**config.mk**
```make
export PLATFORM = sky130hd
export DESIGN_NAME = top
export DESIGN_NICKNAME = d
export VERILOG_FILES = /design/src/rtl/top.sv
export SDC_FILE = /design/constraint.sdc
export NUM_CORES = 1
export LEC_CHECK = 0
export ABC_CLOCK_PERIOD_IN_PS = 3500
export CAP_MARGIN = 10
export CORE_AREA = 5 5 79 81
export DETAILED_ROUTE_END_ITERATION = 10
export DIE_AREA = 0 0 84 86
export PLACE_DENSITY = 0.72
export SETUP_SLACK_MARGIN = 0.4
export SLEW_MARGIN = 20
export SYNTH_ARGS = -nofsm -noshare
export SYNTH_HDL_FRONTEND = slang
export SYNTH_SLANG_ARGS = --single-unit
```
**constraint.sdc**
```tcl
create_clock -name clk -period 3.5 [get_ports clk]
set_input_delay 0.35 -clock clk [delete_from_list [all_inputs] [get_ports clk]]
set_output_delay 0.35 -clock clk [all_outputs]
set_load 0.1 [all_outputs]
```
**src/rtl/top.sv**
```systemverilog
// Fault-tolerant up-counter: each data nibble of the state register carries a
// Hamming(7,4) code and is corrected and scrubbed every cycle.
module top #(
    parameter int unsigned WIDTH = 16
) (
    input  logic             clk,
    input  logic             reset,
    input  logic             enable,
    output logic [WIDTH-1:0] counter
);

    localparam int unsigned NIB = WIDTH / 4;

    logic [WIDTH-1:0] count_reg;
    logic [3*NIB-1:0] parity_stored;

    logic [WIDTH-1:0] corrected;
    logic [WIDTH-1:0] next_count;
    logic [3*NIB-1:0] next_parity;

    function automatic logic [2:0] encode(input logic [3:0] d);
        encode[0] = d[0] ^ d[1] ^ d[3];
        encode[1] = d[0] ^ d[2] ^ d[3];
        encode[2] = d[1] ^ d[2] ^ d[3];
    endfunction

    function automatic logic [3:0] decode(input logic [3:0] d, input logic [2:0] p);
        logic [2:0] s;
        s = p ^ encode(d);
        decode = d;
        // Syndromes 1, 2 and 4 point at a parity bit, so the data is left alone.
        case (s)
            3'd3:    decode[0] = ~d[0];
            3'd5:    decode[1] = ~d[1];
            3'd6:    decode[2] = ~d[2];
            3'd7:    decode[3] = ~d[3];
            default: decode = d;
        endcase
    endfunction

    always_comb begin
        corrected   = '0;
        next_parity = '0;
        for (int i = 0; i < NIB; i++) begin
            corrected[4*i +: 4] = decode(count_reg[4*i +: 4], parity_stored[3*i +: 3]);
        end
        next_count = enable ? corrected + 1'b1 : corrected;
        for (int i = 0; i < NIB; i++) begin
            next_parity[3*i +: 3] = encode(next_count[4*i +: 4]);
        end
    end

    assign counter = corrected;

    always_ff @(posedge clk) begin
        if (!reset) begin
            count_reg     <= '0;
            parity_stored <= '0;
        end else begin
            count_reg     <= next_count;
            parity_stored <= next_parity;
        end
    end

endmodule

```
==> results.py <==
metrics = {
    "synthesis": {
        "synth_top_flop_cell": "dfxtp_1",
        "synth_area_sq_um": 2810,
        "syn_inst": 367,
        "yosysSeqAreaShare_pct": 20.0,
        "ys_warn_count": 0,
        "ys_types": 60,
        "synth_edf_count": 0,
        "syn-num-nets": 371,
        "avgSynthCellArea_sq_um": 7.65,
        "postSynthRegisterBits": 28,
        "async_reset_ff_share_pct": 0,
    },
    "timing": {
        "finalHoldViolations": 0,
        "slew_headroom_pct": 49.9,
        "grt_setup_unrepaired": "true",
        "worst_pin_slew_ps": 743,
        "final_max_slew_viol_count": 0,
        "setup_viol": 0,
        "finalCritPeriodShare_pct": 85.5,
        "fin_skew_ps": 4.72,
        "timing.fmax_mhz": 334,
        "min_period_ps": 2990,
    },
    "global_route": {
        "grt_max_degree": 20,
        "grt_use_total_pct": 16.9,
        "grt-ovfl-total": 0,
        "grt_antenna_before_repair": 0,
        "grt_pass1_vias": 2282,
        "grt_pass1_wl_mm": 10.3,
    },
    "clocking": {
        "clk_pin_slew_worst_paths_ps": 90,
        "clock-sinks": 28,
        "cts_buffers": 3,
        "cts_max_level": 1,
        "holdBufCountCts": 0,
        "cts_max_path_buffers": 2,
        "clk_latency_ps": 280,
        "cts_tree": "done",
        "cts_root_buf": "clkbuf_8",
    },
    "finish": {
        "finish.utilization_pct": 62.2,
        "fillCellCount": 475,
        "layout_commonest_cell": "nor2_1",
        "syn2layout_area_growth_pct": 19.8,
        "diodes": 0,
        "fin_cells": 446,
        "largest_reg_flops": 16,
        "drive_above_1_share_pct": 22.2,
        "nets": 379,
        "final_cell_mix": "nor2_1 (41), xnor2_1 (35), buf_4 (24)",
    },
    "job": {
        "drv_cap": 0,
    },
    "detailed_routing": {
        "wl_per_cell_microns": 14.0,
        "drc": 0,
        "detail-route-antenna-nets": 0,
        "vias": 2522,
        "viasPerCell": 5.65,
        "firstDrtPassIters": 4,
        "drtIter0Drc": 89,
        "finalWirelength_mm": 6.25,
    },
    "setup_path": {
        "endpoint_kind": "register",
        "path_class": "register to register",
        "arrival_ps": 3160,
        "required_ps": 3670,
        "crit_fanout": 11,
        "start_kind": "register",
    },
    "worst_hold_path": {
        "hold_class": "register to register",
    },
    "floorplanning": {
        "dieHeight_microns": 86,
        "initial_core_util_pct": 51.9,
        "core_area_sq_um": 5410,
        "num_rows": 27,
        "fp.dieW_microns": 84,
        "dieArea_sq_um": 7220,
        "io_pins": 19,
    },
    "placement": {
        "io_buffers": 18,
        "gp_congestion": 0.811,
        "dpl.hpwl_mm": 4.63,
        "dp.cells": 439,
    },
    "outcome": {
        "status": "complete, no violations",
    },
}
==> worst max-delay path, stage by stage, from the launching register on <==
cell and delay (ps):
dfxtp_4 430, xnor3_2 490, o21ai_0 210, o211a_1 240, o22ai_4 130, nor4_4 370
nand4_2 220, xnor2_4 240, xor2_2 210, mux2_1 340
==> routing by layer <==
layer	share of wire [%]	wire (microns)	vias up	track usage, %
li1	-	-	1291	-
met1	45	2840	1186	21.4
met2	51	3200	38	30.7
met3	2.5	157	7	2.21
met4	0.85	53	0	3.51
met5	0	0	-	0
==> through the flow <==
stage / setup slack, ps / TNS [ps] / area [sq um] / hold slack [ps]
after CTS: 432 / 0 / 3240 / 925
after global routing: 312 / 0 / 3360 / 947
final: 509 / 0 / 3360 / 911
after floorplan: -106 / -107 / 2990 / 487
after detailed placement: 295 / 0 / 3140 / 913
after global placement: 370 / 0 / 3140 / 906
==> final timing paths <==
| check | startpoint | slack (ps) | to | depth (start not counted) |
|---|---|---|---|---|
| setup / recovery | count_reg[5]$_SDFF_PN0_ | 510 | parity_stored[11]$_SDFF_PN0_ | 9 |
| hold / removal | count_reg[5]$_SDFF_PN0_ | 910 | count_reg[6]$_SDFF_PN0_ | 3 |
| setup reg to reg | count_reg[5]$_SDFF_PN0_ | 510 | parity_stored[11]$_SDFF_PN0_ | 9 |
| hold reg to reg | count_reg[5]$_SDFF_PN0_ | 910 | count_reg[6]$_SDFF_PN0_ | 3 |
==> area by class of cell <==
cell class | instances | area (sq um) | area share [%]
clock buffers | 3 | 41.3 | 1.23
repair buffers | 26 | 200 | 5.96
clock inverters | 1 | 30.0 | 0.894
multi-input cells | 297 | 2340 | 69.6
flip-flops and latches | 28 | 589 | 17.5
well taps | 72 | 90.1 | 2.68
inverters | 19 | 71.3 | 2.12
==> cell usage after synthesis, types with 3 or more instances <==
library cell,count,area [sq um]
xnor2_1,44,385
a221oi_1,4,35.0
buf_2,7,35.0
nand2_1,19,71.3
nand3_1,11,55.1
and2_1,11,68.8
a311oi_1,3,26.3
nor4_1,5,31.3
a211oi_2,3,37.5
mux2i_1,3,30.0
xor2_1,18,158
nor2b_1,8,50.1
o22ai_1,9,56.3
o211ai_1,4,30.0
o311a_1,3,30.0
nor3_1,10,50.1
o21ai_0,17,85.1
a21oi_1,19,95.1
o2111ai_1,3,26.3
dfxtp_1,28,561
xor2_2,5,81.3
nor2_1,42,158
o21a_1,3,22.5
nor3b_1,4,30.0
nand2b_1,8,50.1
inv_1,19,71.3
clkbuf_1,14,52.6
==> timing repair <==
action                     4_1_cts  5_1_grt
gates resized for setup          8       19
setup endpoints to repair        2        7
pin swaps                        0        2
setup buffers                    0        3
==> cells by family (layout without fill, tap and decap cells) <==
kind of cell,Yosys count,after routing,synth area share (%)
flip-flops,28,28,20.0
buffers and inverters,42,49,6.06
XOR/XNOR,70,70,24.2
adder cells (fa/ha/maj),1,1,0.446
multiplexers,5,5,2.01
AO/OA/AOI/OAI,90,90,23.1
AND/OR/NAND/NOR,131,131,24.2
Power is left out: the tool's default activity adds up to more than one toggle a clock period on the data nets, which glitch-free logic cannot reach.
==> RTL change 1, RTL diff (config.mk and constraints unchanged) <==
Register the input `enable` before use. The logic sees it one clock later.
--- a/src/rtl/top.sv
+++ b/src/rtl/top.sv
@@ -10,6 +10,12 @@
 );
 
     localparam int unsigned NIB = WIDTH / 4;
+
+    logic enable_q;
+
+    always_ff @(posedge clk) begin
+        enable_q <= enable;
+    end
 
     logic [WIDTH-1:0] count_reg;
     logic [3*NIB-1:0] parity_stored;
@@ -44,7 +50,7 @@
         for (int i = 0; i < NIB; i++) begin
             corrected[4*i +: 4] = decode(count_reg[4*i +: 4], parity_stored[3*i +: 3]);
         end
-        next_count = enable ? corrected + 1'b1 : corrected;
+        next_count = enable_q ? corrected + 1'b1 : corrected;
         for (int i = 0; i < NIB; i++) begin
             next_parity[3*i +: 3] = encode(next_count[4*i +: 4]);
         end
Function: changed (a bounded check fails within 4 cycles, from zero or initial values and one cycle with reset low).
==> RTL change 1 against the original RTL <==
Setup slack lost 470 ps; design area grew 13%; wire length grew 24%; die area is the same; synthesized area grew 14%; sequential cell count grew 1.
==> RTL change 1: results (changes against the original RTL) <==
outcome finished, final reports clean (unchanged); Netlist cell types 71 (was 60); initial antenna violation count 0 (unchanged); dominant synthesized flop cell dfxtp_1 (unchanged); cell count after placement 505 (was 439); worst hold-check path type in2reg (was reg2reg); First-pass DRT Iterations 5 (was 4); P_leak 1.57 nW; clock latency on the worst-skew pair 280 ps (about the same); CTS max path bufs 2 (unchanged); Post-synth top cells 50 x nor2_1, 41 x xnor2_1, 29 x dfxtp_1 (was 44 x xnor2_1, 42 x nor2_1, 28 x dfxtp_1); largest net degree at the start of global routing 22 (was 20); reg-to-reg slack, setup 40 ps (was 510 ps); IO Port Bufs 18 (unchanged); root buffer cell clkbuf_8 (unchanged); Seq/Total Area, Yosys 18.1% (was 20.0%); nets 453 (was 379); vias in the first global route 2,887 (was 2,282); Area contributors post-synth dfxtp_1 18%, xnor2_1 11%, nor2_1 5.9%, xor2_1 4.9%, a21oi_1 3.4% (was dfxtp_1 20%, xnor2_1 14%, nor2_1 5.6%, xor2_1 5.6%, a21oi_1 3.4%); # fillers 458 (was 475); post-route insts no fill 521 (was 446); CP arrival 3640 ps (was 3160 ps); Vias/cell 5.97 (was 5.65); Syn Nets 428 (was 371); DR WL/cell 14.8 µm (was 14.0 µm); antenna cells 0 (unchanged); CTS HTree Levels 2 (was 1); Async SR Flop Fraction 0% (unchanged); Slew @ Worst Pin 678 ps (was 743 ps); Max FO, Critical Path 3 (was 11); Avg Cell Area, Syn 7.57 µm² (was 7.65 µm²); GR Util All Layers 21.6% (was 16.9%); DP Wirelength 5540 µm (was 4630 µm); Clock Skews 3.98 ps (was 4.72 ps); Hold Fails Final Rpt 0 (unchanged); number of buffers created by CTS 5 (was 3); fraction of layout cells with a size suffix above 1 24.5% (was 22.2%); # setup viols final 0 (unchanged); Placer Congestion 0.891 (was 0.811); first-pass GRT wire length 13,100 µm (was 10,300 µm); first-iteration detailed-routing DRC count 196 (was 89); CTS clk-pin slew, worst paths 60 ps (was 90 ps); max reg flops 16 (unchanged); Yosys warnings 0 (unchanged); peak supply drop 0.000686 V
-- RTL change 1: cell count changes in the layout (fill, tap and decap cells not counted), moves of 4 or more --
cell / change
a31oi_1: +4
buf_4: +22
dfxtp_1: +8
dfxtp_4: -6
mux2i_1: +6
nand2b_1: -5
nor2_1: +9
nor3_1: +9
o22ai_1: -6
-- RTL change 1: through the flow --
step / TNS (ps) / util, % / cell area, µm² / worst slack (ps) / hold slack (ps)
after detailed placement: 0 / 64.8 / 3500 / 11.7 / 700
after global placement: 0 / 64.8 / 3500 / 101 / 686
after global routing: -454 / 70.3 / 3800 / -138 / 526
after floorplan: -7500 / - / 3230 / -831 / 378
after CTS: 0 / 68.3 / 3690 / 94.8 / 520
final: 0 / 70.3 / 3800 / 37.3 / 520
-- RTL change 1: cells by family after synthesis --
group	share of synthesized area, %
AND/OR/NAND/NOR	27.7
AO/OA/AOI/OAI	22.7
XOR/XNOR	19.1
buffers and inverters	7.84
flip-flops	18.1
multiplexers	4.13
adder cells (fa/ha/maj)	0.390
-- RTL change 1: critical path, stage by stage, from the launching register on --
cell and delay, ps:
dfxtp_2 320, xor3_2 450, mux2i_2 230, nor2b_1 70, a21oi_1 150, nor2_1 90, a221oi_4 210, ha_2 230
nand2_2 60, a211oi_2 180, a31oi_2 70, or3_4 370, buf_4 150, nor4b_4 250, xnor2_2 90, and2_4 160
mux2_2 240
-- RTL change 1: power by group --
group          internal [mW]  switching (mW)  leakage [nW]
registers              0.387          0.0680         0.238
clock network          0.156           0.122        0.0443
logic                  0.985            1.53          1.29
-- RTL change 1: final timing paths --
path                                start                            to  cells after the start
hold reg to reg          enable_q$_DFF_P_       count_reg[0]$_SDFF_PN0_                      2
setup reg to reg  count_reg[0]$_SDFF_PN0_  parity_stored[11]$_SDFF_PN0_                     16
setup / recovery  count_reg[0]$_SDFF_PN0_  parity_stored[11]$_SDFF_PN0_                     16
hold / removal                     enable              enable_q$_DFF_P_                      1
-- RTL change 1: final cells by class --
type                    count  area, µm²  share of cell area (%)
flip-flops and latches     29        586                    15.4
clock buffers               7       86.3                    2.27
well taps                  72       90.1                    2.37
multi-input cells         341       2540                    66.7
inverters                  20       75.1                    1.97
repair buffers             52        428                    11.3
-- RTL change 1: layer usage --
layer	share of wire, %	track usage [%]
met1	45	28.3
met2	50	36.8
met3	3.4	2.88
met4	1.7	7.16
met5	0	0
-- RTL change 1: timing repair --
action                                  in CTS  in global routing
pin swaps                                    6                  4
gates resized for setup                     12                 17
endpoints found under the setup margin      11                 16
cloned                                       0                  0
buffers inserted                             6                  3
==> RTL change 2, RTL diff (config.mk and constraints unchanged) <==
Without the edit above. The parameter `WIDTH` goes from 16 to 14.
--- a/src/rtl/top.sv
+++ b/src/rtl/top.sv
@@ -1,7 +1,7 @@
 // Fault-tolerant up-counter: each data nibble of the state register carries a
 // Hamming(7,4) code and is corrected and scrubbed every cycle.
 module top #(
-    parameter int unsigned WIDTH = 16
+    parameter int unsigned WIDTH = 14
 ) (
     input  logic             clk,
     input  logic             reset,
Ports: changed (resized counter); port bits go from 19 to 17. The function was not compared with the original's and may differ.
==> RTL change 2 against the original RTL <==
Die area is the same; sequential cell count down 7; critical path depth increased by 5; worst hold slack lost 37 ps; utilization decreased by 6.4 points; design area is 10% lower; fmax fell by 5.2%; wire length is 3.3% lower; setup slack lost 160 ps; synthesized area shrank 7.4%.
==> RTL change 2: results (changes against the original RTL) <==
CP max stage cell or3b_1 (was xnor3_2); max reg flops 12 (was 16); clock-cell share of area 1.50% (was 2.12%); GR Util All Layers 17.3% (was 16.9%); Multi-input gate area 2060 µm² (was 2340 µm²); Post-synth top cells 31 x nor2_1, 24 x nand2_1, 22 x a21oi_1 (was 44 x xnor2_1, 42 x nor2_1, 28 x dfxtp_1); # fillers 488 (was 475); met3 Resource Use GR 1.73% (was 2.21%); met3 wire len 162 µm (was 157 µm); clock latency on the worst-skew pair 260 ps (was 280 ps); Max stage delay on crit path 430 ps (was 490 ps); IO Port Bufs 14 (was 18); invs w/o clock 12 (was 19); #MultiIn Comb 279 (was 297); Avg Cell Area, Syn 7.60 µm² (was 7.65 µm²); Clock Skews 3.87 ps (was 4.72 ps); worst hold start reset (was count_reg[5]$_SDFF_PN0_); FF-to-FF Start count_reg[2]$_SDFF_PN0_ (was count_reg[5]$_SDFF_PN0_); first-iteration detailed-routing DRC count 109 (was 89); Hold Path End parity_stored[7]$_SDFF_PN0_ (was count_reg[6]$_SDFF_PN0_); met2 wire len 2990 µm (was 3200 µm); CTS clk-pin slew, worst paths 70 ps (was 90 ps); worst hold-check path type in2reg (was reg2reg); Seq/Total Area, Yosys 16.2% (was 20.0%); R2R cell count 14 (was 9); Layout non-clock buf frac 11.0% (was 5.96%); Sequential Area 438 µm² (was 589 µm²); Seq cells 21 (was 28); outcome finished, final reports clean (unchanged); nets 358 (was 379); DP Wirelength 4430 µm (was 4630 µm); Area growth syn-to-layout 15.9% (was 19.8%); clkbuf count 4 (was 3); non-clock buffer count 37 (was 26); Critical R2R Capture parity_stored[7]$_SDFF_PN0_ (was parity_stored[11]$_SDFF_PN0_); Vias/cell 5.83 (was 5.65); delay-heaviest family, CP compound AO/OA/AOI/OAI gates (was XOR/XNOR gates); Netlist cell types 70 (was 60); CP arrival 3360 ps (was 3160 ps)
RTL change 2: worst register-to-register path: cells and delay by family, from the launching register on:
kind | cells | cell delay, ps
compound gates | 7 | 1250
buf+inv | 1 | 160
simple gates | 3 | 620
xor+xnor | 2 | 500
fa+ha+maj | 1 | 180
flops | 1 | 390
RTL change 2: worst max-delay path by stage:
stage / endpoint / slack [ps] / depth (start not counted)
finish: parity_stored[7]$_SDFF_PN0_ / 340 / 14
global route: parity_stored[7]$_SDFF_PN0_ / 90 / 14
CTS: parity_stored[7]$_SDFF_PN0_ / 390 / 14
detailed placement: parity_stored[7]$_SDFF_PN0_ / 100 / 14
global placement: parity_stored[7]$_SDFF_PN0_ / 190 / 14
floorplan: parity_stored[7]$_SDFF_PN0_ / -110 / 15
RTL change 2: per-stage QoR:
step	hold WS [ps]	instances	utilization, %	setup TNS, ps
floorplan	472	343	-	-112
global placement	880	408	51.7	0
detailed placement	880	408	51.7	0
CTS	873	421	54.3	0
global route	905	425	55.7	0
finish	874	425	55.7	0
RTL change 2: logic make-up (layout without fill, tap and decap cells):
kind of cell,count (synthesis),in the layout,synth area share [%]
DFF,21,21,16.2
muxes,10,10,5.20
and+or+nand+nor,128,128,25.6
other,1,2,0.144
xor gates and xnor gates,45,45,19.0
adders and majority gates,3,3,1.25
AOI/OAI and AO/OA,91,91,23.2
buffers and inverters,43,53,9.43
RTL change 2: power by group:
| part | switching (mW) | leakage [nW] | internal (mW) |
|---|---|---|---|
| logic | 1.08 | 0.928 | 0.754 |
| registers | 0.0628 | 0.175 | 0.289 |
| clock network | 0.0751 | 0.0228 | 0.0810 |
| total | 1.22 | 1.13 | 1.12 |
RTL change 2: what timing repair did:
item,CTS,global route
hold buffers,0,0
setup buffers,9,4
pin swaps,7,13
setup endpoints to repair,3,6
gates resized for setup,9,11
